[src/rtl/otter_fetch_stage_if.sv]
// rtl/otter_fetch_stage_if.sv - fetch stage bus: I-cache port, stall/redirect controls, IF/ID register and counters
interface otter_fetch_stage_if #(
  parameter int CNT_W = 32
);
  logic [31:0]      fetch_addr;
  logic [31:0]      mem_dout1;
  logic             pc_stall;
  logic             dcache_stall;
  logic             haz_stall;
  logic             redirect;
  logic [31:0]      redirect_pc;
  logic             if_id_valid;
  logic [31:0]      if_id_pc;
  logic [31:0]      if_id_pc4;
  logic [31:0]      if_id_instr;
  logic             misalign;
  logic [CNT_W-1:0] instr_cnt;
  logic [CNT_W-1:0] istall_cnt;

  modport master (
    output fetch_addr,
    input  mem_dout1,
    input  pc_stall,
    input  dcache_stall,
    input  haz_stall,
    input  redirect,
    input  redirect_pc,
    output if_id_valid,
    output if_id_pc,
    output if_id_pc4,
    output if_id_instr,
    output misalign,
    output instr_cnt,
    output istall_cnt
  );

  modport slave (
    input  fetch_addr,
    output mem_dout1,
    output pc_stall,
    output dcache_stall,
    output haz_stall,
    output redirect,
    output redirect_pc,
    input  if_id_valid,
    input  if_id_pc,
    input  if_id_pc4,
    input  if_id_instr,
    input  misalign,
    input  instr_cnt,
    input  istall_cnt
  );
endinterface

[src/rtl/otter_fetch_stage.sv]
// rtl/otter_fetch_stage.sv - OTTER RV32I instruction fetch stage with PC, IF/ID register and perf counters
module otter_fetch_stage #(
  parameter logic [31:0] RESET_PC = 32'h0000_0000,
  parameter logic [31:0] NOP      = 32'h0000_0013,
  parameter int          CNT_W    = 32
) (
  input logic                 clk,
  input logic                 rst,
  otter_fetch_stage_if.master bus
);

  typedef enum logic {RUN, MISS} state_t;

  localparam logic [CNT_W-1:0] CNT_MAX = '1;

  state_t           state_q, state_d;
  logic [31:0]      pc_q, pc_d;
  logic [31:0]      pc_plus4;
  logic             valid_q, valid_d;
  logic [31:0]      ifpc_q, ifpc_d;
  logic [31:0]      ifpc4_q, ifpc4_d;
  logic [31:0]      instr_q, instr_d;
  logic             pend_q, pend_d;
  logic [31:0]      pend_pc_q, pend_pc_d;
  logic             mis_q, mis_d;
  logic [CNT_W-1:0] icnt_q, icnt_d;
  logic [CNT_W-1:0] scnt_q, scnt_d;

  assign pc_plus4 = pc_q + 32'd4;

  always_ff @(posedge clk or posedge rst) begin
    if (rst) begin
      state_q   <= RUN;
      pc_q      <= RESET_PC;
      valid_q   <= 1'b0;
      ifpc_q    <= 32'h0;
      ifpc4_q   <= 32'h0;
      instr_q   <= NOP;
      pend_q    <= 1'b0;
      pend_pc_q <= 32'h0;
      mis_q     <= 1'b0;
      icnt_q    <= '0;
      scnt_q    <= '0;
    end else begin
      state_q   <= state_d;
      pc_q      <= pc_d;
      valid_q   <= valid_d;
      ifpc_q    <= ifpc_d;
      ifpc4_q   <= ifpc4_d;
      instr_q   <= instr_d;
      pend_q    <= pend_d;
      pend_pc_q <= pend_pc_d;
      mis_q     <= mis_d;
      icnt_q    <= icnt_d;
      scnt_q    <= scnt_d;
    end
  end

  // The D-cache freeze holds the miss tracker along with the rest of the front end.
  always_comb begin
    state_d = state_q;
    if (!bus.dcache_stall) begin
      case (state_q)
        RUN:     if (bus.pc_stall)  state_d = MISS;
        MISS:    if (!bus.pc_stall) state_d = RUN;
        default: state_d = RUN;
      endcase
    end
  end

  always_comb begin
    pc_d      = pc_q;
    valid_d   = valid_q;
    ifpc_d    = ifpc_q;
    ifpc4_d   = ifpc4_q;
    instr_d   = instr_q;
    pend_d    = pend_q;
    pend_pc_d = pend_pc_q;
    mis_d     = mis_q;
    icnt_d    = icnt_q;
    scnt_d    = (bus.pc_stall && (scnt_q != CNT_MAX)) ? scnt_q + 1'b1 : scnt_q;

    if (bus.dcache_stall) begin
      if (bus.redirect) begin
        pend_d    = 1'b1;
        pend_pc_d = bus.redirect_pc;
      end
    end else if (bus.redirect && !bus.pc_stall) begin
      pc_d    = {bus.redirect_pc[31:2], 2'b00};
      mis_d   = mis_q | (|bus.redirect_pc[1:0]);
      valid_d = 1'b0;
      instr_d = NOP;
      pend_d  = 1'b0;
    end else if (bus.redirect) begin
      // PC must stay on the missing line so the refill completes against the right tag.
      pend_d    = 1'b1;
      pend_pc_d = bus.redirect_pc;
      valid_d   = 1'b0;
      instr_d   = NOP;
    end else if (pend_q && !bus.pc_stall) begin
      pc_d    = {pend_pc_q[31:2], 2'b00};
      mis_d   = mis_q | (|pend_pc_q[1:0]);
      valid_d = 1'b0;
      instr_d = NOP;
      pend_d  = 1'b0;
    end else if (bus.haz_stall) begin
      pc_d = pc_q;
    end else if (bus.pc_stall) begin
      valid_d = 1'b0;
      instr_d = NOP;
    end else begin
      valid_d = 1'b1;
      ifpc_d  = pc_q;
      ifpc4_d = pc_plus4;
      instr_d = bus.mem_dout1;
      pc_d    = pc_plus4;
      if (icnt_q != CNT_MAX) icnt_d = icnt_q + 1'b1;
    end
  end

  assign bus.fetch_addr  = pc_q;
  assign bus.if_id_valid = valid_q;
  assign bus.if_id_pc    = ifpc_q;
  assign bus.if_id_pc4   = ifpc4_q;
  assign bus.if_id_instr = instr_q;
  assign bus.misalign    = mis_q;
  assign bus.instr_cnt   = icnt_q;
  assign bus.istall_cnt  = scnt_q;

endmodule

[src/flat_wrapper.sv]
// flat-port wrapper written by rule: the top's interface ports become plain ports
module otter_fetch_stage_flat 
#(
  parameter logic [31:0] RESET_PC = 32'h0000_0000,
  parameter logic [31:0] NOP      = 32'h0000_0013,
  parameter int          CNT_W    = 32
)
  (clk, rst, bus_fetch_addr, bus_mem_dout1, bus_pc_stall, bus_dcache_stall, bus_haz_stall, bus_redirect, bus_redirect_pc, bus_if_id_valid, bus_if_id_pc, bus_if_id_pc4, bus_if_id_instr, bus_misalign, bus_instr_cnt, bus_istall_cnt);
  otter_fetch_stage_if #(.CNT_W(CNT_W)) bus_i ();
  input logic clk;
  input logic rst;
  output wire logic [$bits(bus_i.fetch_addr)-1:0] bus_fetch_addr;
  input wire logic [$bits(bus_i.mem_dout1)-1:0] bus_mem_dout1;
  input wire logic [$bits(bus_i.pc_stall)-1:0] bus_pc_stall;
  input wire logic [$bits(bus_i.dcache_stall)-1:0] bus_dcache_stall;
  input wire logic [$bits(bus_i.haz_stall)-1:0] bus_haz_stall;
  input wire logic [$bits(bus_i.redirect)-1:0] bus_redirect;
  input wire logic [$bits(bus_i.redirect_pc)-1:0] bus_redirect_pc;
  output wire logic [$bits(bus_i.if_id_valid)-1:0] bus_if_id_valid;
  output wire logic [$bits(bus_i.if_id_pc)-1:0] bus_if_id_pc;
  output wire logic [$bits(bus_i.if_id_pc4)-1:0] bus_if_id_pc4;
  output wire logic [$bits(bus_i.if_id_instr)-1:0] bus_if_id_instr;
  output wire logic [$bits(bus_i.misalign)-1:0] bus_misalign;
  output wire logic [$bits(bus_i.instr_cnt)-1:0] bus_instr_cnt;
  output wire logic [$bits(bus_i.istall_cnt)-1:0] bus_istall_cnt;
  assign bus_fetch_addr = bus_i.fetch_addr;
  assign bus_i.mem_dout1 = bus_mem_dout1;
  assign bus_i.pc_stall = bus_pc_stall;
  assign bus_i.dcache_stall = bus_dcache_stall;
  assign bus_i.haz_stall = bus_haz_stall;
  assign bus_i.redirect = bus_redirect;
  assign bus_i.redirect_pc = bus_redirect_pc;
  assign bus_if_id_valid = bus_i.if_id_valid;
  assign bus_if_id_pc = bus_i.if_id_pc;
  assign bus_if_id_pc4 = bus_i.if_id_pc4;
  assign bus_if_id_instr = bus_i.if_id_instr;
  assign bus_misalign = bus_i.misalign;
  assign bus_instr_cnt = bus_i.instr_cnt;
  assign bus_istall_cnt = bus_i.istall_cnt;
  otter_fetch_stage #(.RESET_PC(RESET_PC), .NOP(NOP), .CNT_W(CNT_W)) u_core (.clk(clk), .rst(rst), .bus(bus_i));
endmodule
[config.mk]
export PLATFORM = sky130hd
export DESIGN_NAME = otter_fetch_stage_flat
export DESIGN_NICKNAME = d
export VERILOG_FILES = /design/src/rtl/otter_fetch_stage_if.sv /design/src/rtl/otter_fetch_stage.sv /design/src/flat_wrapper.sv
export SDC_FILE = /design/constraint.sdc
export NUM_CORES = 1
export LEC_CHECK = 0
export BUFFER_PORTS_ARGS = -buffer_cell sky130_fd_sc_hd__buf_2
export CELL_PAD_IN_SITES_DETAIL_PLACEMENT = 0
export CELL_PAD_IN_SITES_GLOBAL_PLACEMENT = 1
export CORE_UTILIZATION = 44
export CTS_CLUSTER_DIAMETER = 50
export DETAILED_ROUTE_END_ITERATION = 6
export PLACE_DENSITY_LB_ADDON = 0.08
export SLEW_MARGIN = 20
export SYNTH_ARGS = -nofsm -noshare
export SYNTH_HDL_FRONTEND = slang
export SYNTH_SLANG_ARGS = --single-unit
[constraint.sdc]
create_clock -name clk -period 16.66 [get_ports clk]
set_clock_uncertainty 0.05 [all_clocks]
set_input_delay 2.499 -clock clk [delete_from_list [all_inputs] [get_ports clk]]
set_output_delay 2.499 -clock clk [all_outputs]
set_load 0.02 [all_outputs]
# Word-level counts from Yosys, hierarchy flattened
# Cells that the tools add are included.
[totals]
register_bits = 227
output_inout_bits = 194
elab_cells = 69
[classes]
n_addsub = 3
n_eq_ne = 8
n_mux = 26
n_bitwise = 8
reduce_logical = 14
[op_table]
columns = ["operator", "n"]
rows = [
  ["32-bit two-way mux", 13],
  ["32-bit by 1-bit adder with 32-bit output (second input constant)", 2],
  ["32-bit != test (second input constant)", 2],
  ["32-bit by 3-bit adder with 32-bit output (second input constant)", 1],
  ["1-bit two-way mux", 13],
  ["7-bit AND reduction", 1],
  ["3-bit by 1-bit != test with 1-bit output (second input constant)", 2],
  ["1-bit NOT", 6],
  ["6-bit AND reduction", 1],
  ["2-bit by 1-bit != test with 1-bit output (second input constant)", 2],
  ["4-bit by 1-bit != test with 1-bit output (second input constant)", 1],
  ["2-bit AND reduction", 2],
  ["4-bit AND reduction", 1],
  ["2-bit OR reduction", 2],
  ["1-bit logical AND", 3],
  ["3-bit AND reduction", 1],
  ["3-bit nonzero test", 1],
  ["2-bit != test (second input constant)", 1],
  ["1-bit OR", 2],
  ["2-bit nonzero test", 1],
  ["1-bit logical NOT", 1],
]

# Depth between registers and ports, before layout
[logic_depth]
word_depth = 6
ltp_mapped = 7
mapped_depth_nobuf = 6

# Worst setup path after synthesis
# OpenSTA, ideal clock, no wires.
[synth_timing]
path_type = "input to register"
start = "input port bus_redirect"
end = "register u_core.pc_q[3] (netlist: u_core.bus.fetch_addr[3])"
setup_time_ns = 0.136
arrival_time_ns = 3.735
path_slack_ns = 12.739
stages = 6
cell_sequence = "nor2_1 > a21o_1 > clkbuf_1 > clkbuf_1 > clkbuf_1 > o21ai_0"
[synth_via]
elab_chain_cells = 3
elab_cells_between_ends = 6
cone_classes = "eq/ne: 3; mux: 1; reduce/logical: 2"
[synth_rtl]
columns = ["item", "line_no", "text"]
rows = [
  ["start, declared", "flat_wrapper.sv:17", "input wire logic [$bits(bus_i.redirect)-1:0] bus_redirect;"],
  ["1-bit logical AND", "otter_fetch_stage.sv:88", "end else if (bus.redirect && !bus.pc_stall) begin"],
  ["3-bit by 1-bit != test with 1-bit output (no line) or 2-bit by 1-bit != test with 1-bit output (tied branches)", "--", ""],
  ["4-bit AND reduction (no line)", "--", ""],
  ["end signal, assigned", "otter_fetch_stage.sv:46", "pc_q <= pc_d;"],
  ["end, declared", "otter_fetch_stage.sv:17", "logic [31:0] pc_q, pc_d;"],
]
# Parallel ways exist; a longest one is shown, timed or not.
# A chain may end at the register's enable or synchronous reset.

# Worst setup path after layout
[layout_timing]
start = "input port bus_pc_stall"
end = "register u_core.icnt_q[16] (netlist: u_core.bus.instr_cnt[16])"
[layout_via]
elab_chain_cells = 4
elab_cells_between_ends = 7
cone_classes = "bitwise: 3; reduce/logical: 4"
[layout_rtl]
columns = ["item", "line_no", "text"]
rows = [
  ["start, declared", "flat_wrapper.sv:14", "input wire logic [$bits(bus_i.pc_stall)-1:0] bus_pc_stall;"],
  ["1-bit logical NOT", "--", ""],
  ["1-bit logical AND, on equally long branches", "otter_fetch_stage.sv:88, otter_fetch_stage.sv:100", ""],
  ["1-bit NOT (no line)", "--", ""],
  ["7-bit AND reduction (no line) (*)", "--", ""],
  ["end signal, assigned", "otter_fetch_stage.sv:54", "icnt_q <= icnt_d;"],
  ["end, declared", "otter_fetch_stage.sv:26", "logic [CNT_W-1:0] icnt_q, icnt_d;"],
]
# Mark *: on every way between the ends. The rest lies on a longest branch, timed or not.

==> metrics.md <==
| Metric | Value |
|---|---|
| Die span in x | between 150 and 200 um |
| Required time of the critical path | between 15 and 20 ns |
| Total DRC errors in the routed layout | 0 |
| # hold bufs at CTS | 0 |
| Number of synthesized flops with an enable pin | 0 |
| Worst rel slew slack | 0.3680 |
| Cell area after synthesis | 10,120 sq um |
| Clock tree root driver cell | sky130_fd_sc_hd__clkbuf_16 |
| Fraction of final layout cells with drive strength greater than 1 | 0.2991 |
| Hold Violations, Final | 0 |
| Most frequent cell after synthesis | sky130_fd_sc_hd__dfrtp_1 |
| First-pass GRT wire length | 43,640 um |
| Pin count of the biggest net entering global routing | around 110 |
| Placer Congestion | around 0.8 |
| Gate count of the mapped netlist | slightly below 1k |
| Final TNS setup | 0 ns |
| Total power density per cell area | 131.2 nW/um^2 |
| Min-Delay Path Class | reg -> reg |
| Starting DRT DRC Count | around 480 |
| Kind of start point of the critical path | input port |
| Leading post-synthesis cells by cell area | sky130_fd_sc_hd__dfrtp_1 (54%), sky130_fd_sc_hd__nand2_1 (6.2%), sky130_fd_sc_hd__mux2_2 (3.7%) |
| Number of nets in the finished design | about 1.3k |
| Final setup violating endpoints | 0 |
| Number of antenna violations at the first check in global routing | 3 |
| CTS H-tree depth | 1 |
| Detailed Place HPWL | 18,310 um |
| Number of buffers on the longest clock path | 3 |
| Latest clock arrival within the worst-skew pair | between 0.5 and 0.6 ns |
| Full die area | ~24,000 sq um |
| Largest driver fanout on the critical path | 48 |
| Y dimension of the die | approximately 150 um |
| Average cell area after synthesis | 10.43 sq um |
| Placeable core area | roughly 23,000 sq um |
| Total number of clock tree sinks | approximately 220 |
| Number of primary I/O pins | 264 |
| Async set-reset flop share out of synthesis | 1.000 |
| Global-route usage over all layers | 0.2317 |
| Setup crit end kind | register |
| Warnings, synthesis | 0 |
| Distinct cell type count after synthesis | 70 |
| Number of setup buffers added after CTS | 0 |
| Number of inserted filler cells in the final layout | 2,109 |
| Max Freq | 213.9 MHz |
| TritonRoute pass-1 iters | 5 |
| Transition time of the tightest slew-check pin | 0.9481 ns |
| Arrival time worst endpoint | roughly 5.0 ns |
| Count of standard-cell rows | between 50 and 60 |
| Initial Utilization | 0.4482 |
| Worst IR drop on VDD | roughly 0.084 mV |
| Outcome | completed |
| Vias in the first global route | 7,755 |
| Area delta synth->final | 23.88% |
| Critical path class | in -> reg |
| Number of pins exceeding their max-slew limit in the final report | 0 |
| Leakage power summed over all cells | ~6.2 nW |
| Leading cell types by count after synthesis | sky130_fd_sc_hd__dfrtp_1 (218), sky130_fd_sc_hd__nand2_1 (166), sky130_fd_sc_hd__o21ai_0 (53) |
| Number of gates resized after CTS | 0 |
| Leftover overflow at the end of global routing | 0 |
| Util after Layout | 0.5552 |
| Residual antenna-violating net count after detailed routing | 0 |
| RSZ-0062 raised after global routing | false |
| Clock transition time at the flip-flop clock pins of the worst setup and hold paths | 0.06 ns |
| Final worst-path cycle share | 0.2806 |
| Detail-routed via count per cell | 5.353 |
| CTS tree | yes |
| Detailed Route WL | approximately 27,000 um |
| Min cycle time layout | around 4.7 ns |
| Dominant cell type by area after synthesis | sky130_fd_sc_hd__dfrtp_1 |
| Most instantiated flip-flop cell in the synthesis netlist | sky130_fd_sc_hd__dfrtp_1 |
| Per-cell routed wire length | 18.02 um |
| Sequential-to-total area share from yosys stat | 0.5471 |
| DR vias | around 8.1k |
| Register bit count reported by yosys | around 220 |
| # port buffers | 257 |
| Clock buffer count from CTS | 28 |
| Reported max-cap violation count | 0 |
| Post-synth top area share | 0.5393 |
==> routing by layer <==
layer / track usage / vias up / part of all wire / routed length [um]
li1: - / 3919 / - / -
met1: 0.3209 / 3932 / 0.46 / 12500
met2: 0.3727 / 236 / 0.47 / 12700
met3: 0.04932 / 23 / 0.063 / 1724
met4: 0.05333 / 0 / 0.014 / 379
met5: 0 / - / 0 / 0
==> stage by stage <==
stage	worst slack [ns]	cells	total power, W	instance area, sq um	hold WS, ns
2_1_floorplan	8.067	975	0.0009118	10130	0.4220
3_3_place_gp	11.61	1462	0.001043	11570	0.3997
3_5_place_dp	11.53	1462	0.001046	11570	0.4079
4_1_cts	12.09	1512	0.001660	12520	0.4233
5_1_grt	11.70	1514	0.001725	12530	0.4467
6_report	11.99	1515	0.001644	12530	0.4191
==> registers in the layout, indices dropped and copies added (netlist names) <==
register / count
u_core.bus.if_id_valid: 1
u_core.pend_pc_q: 32
u_core.bus.fetch_addr: 30
u_core.bus.instr_cnt: 32
u_core.bus.istall_cnt: 32
u_core.bus.if_id_pc4: 30
u_core.pend_q: 1
u_core.bus.if_id_instr: 32
u_core.bus.misalign: 1
u_core.bus.if_id_pc: 30
==> critical path, cell delays in order <==
cell                      delay, ns
sky130_fd_sc_hd__buf_2         0.19
sky130_fd_sc_hd__nor3_1        0.66
sky130_fd_sc_hd__and2_2        0.53
sky130_fd_sc_hd__buf_4         0.53
sky130_fd_sc_hd__and3_1        0.33
sky130_fd_sc_hd__nand3_1       0.11
sky130_fd_sc_hd__xnor2_1       0.13
==> placed cells by master (no fill, tap or decap), types with 8 or more instances in the layout <==
master and count:
sky130_fd_sc_hd__a211o_1 9, sky130_fd_sc_hd__a21oi_1 27, sky130_fd_sc_hd__a22o_1 32, sky130_fd_sc_hd__a22oi_1 11
sky130_fd_sc_hd__and3_1 22, sky130_fd_sc_hd__and4_1 16, sky130_fd_sc_hd__buf_2 257, sky130_fd_sc_hd__buf_4 10
sky130_fd_sc_hd__clkbuf_16 28, sky130_fd_sc_hd__dfrtp_1 218, sky130_fd_sc_hd__inv_1 10, sky130_fd_sc_hd__mux2_2 33
sky130_fd_sc_hd__nand2_1 165, sky130_fd_sc_hd__nand3_1 32, sky130_fd_sc_hd__nand4_1 29, sky130_fd_sc_hd__nor2_1 45
sky130_fd_sc_hd__nor3_1 23, sky130_fd_sc_hd__nor4_1 8, sky130_fd_sc_hd__o21ai_0 53, sky130_fd_sc_hd__xnor2_1 42
sky130_fd_sc_hd__xor2_1 35
==> kinds of logic after synthesis <==
logic type,Yosys count,synth area share
buf+inv,76,0.03352
compound gates,188,0.1300
xor+xnor,77,0.06667
mux,35,0.03884
other cells,1,0.0003707
fa+ha+maj,3,0.003711
flops,221,0.5471
simple gates,369,0.1798
==> area by class of cell <==
type / count / area, sq um / area share
Antenna cell: 3 / 7.507 / 0.0005990
Clock buffer: 35 / 757.0 / 0.06040
Clock inverter: 15 / 185.2 / 0.01478
Inverter: 11 / 48.80 / 0.003894
Multi-Input combinational cell: 678 / 4282 / 0.3417
Sequential cell: 221 / 5534 / 0.4416
Tap cell: 285 / 356.6 / 0.02845
Timing Repair Buffer: 267 / 1361 / 0.1086
==> worst paths after layout <==
path	slack, ns	start	cells past startpoint	to
worst max-delay path	11.99	bus_pc_stall	7	u_core.bus.instr_cnt[16]$_DFFE_PP0P_
worst min register to register	0.42	u_core.bus.if_id_pc[13]$_DFFE_PP0P_	2	u_core.bus.if_id_pc[13]$_DFFE_PP0P_
max in group asynchronous	13.10	rst	3	u_core.pend_pc_q[0]$_DFFE_PP0P_
min in group asynchronous	2.00	rst	2	u_core.bus.if_id_instr[5]$_DFFE_PP0P_
worst max register to register	13.87	u_core.pend_q$_DFFE_PP0P_	6	u_core.bus.instr_cnt[16]$_DFFE_PP0P_
worst min-delay path	0.42	u_core.bus.if_id_pc[13]$_DFFE_PP0P_	2	u_core.bus.if_id_pc[13]$_DFFE_PP0P_
==> power by group <==
group | internal, W | leakage, nW | switching (W)
sequential | 0.000620 | 2.81 | 0.0000786
combinational | 0.000123 | 2.93 | 0.000213
clock | 0.000371 | 0.463 | 0.000239
total | 0.00111 | 6.21 | 0.000531
Power figures use the tool's default switching activity.
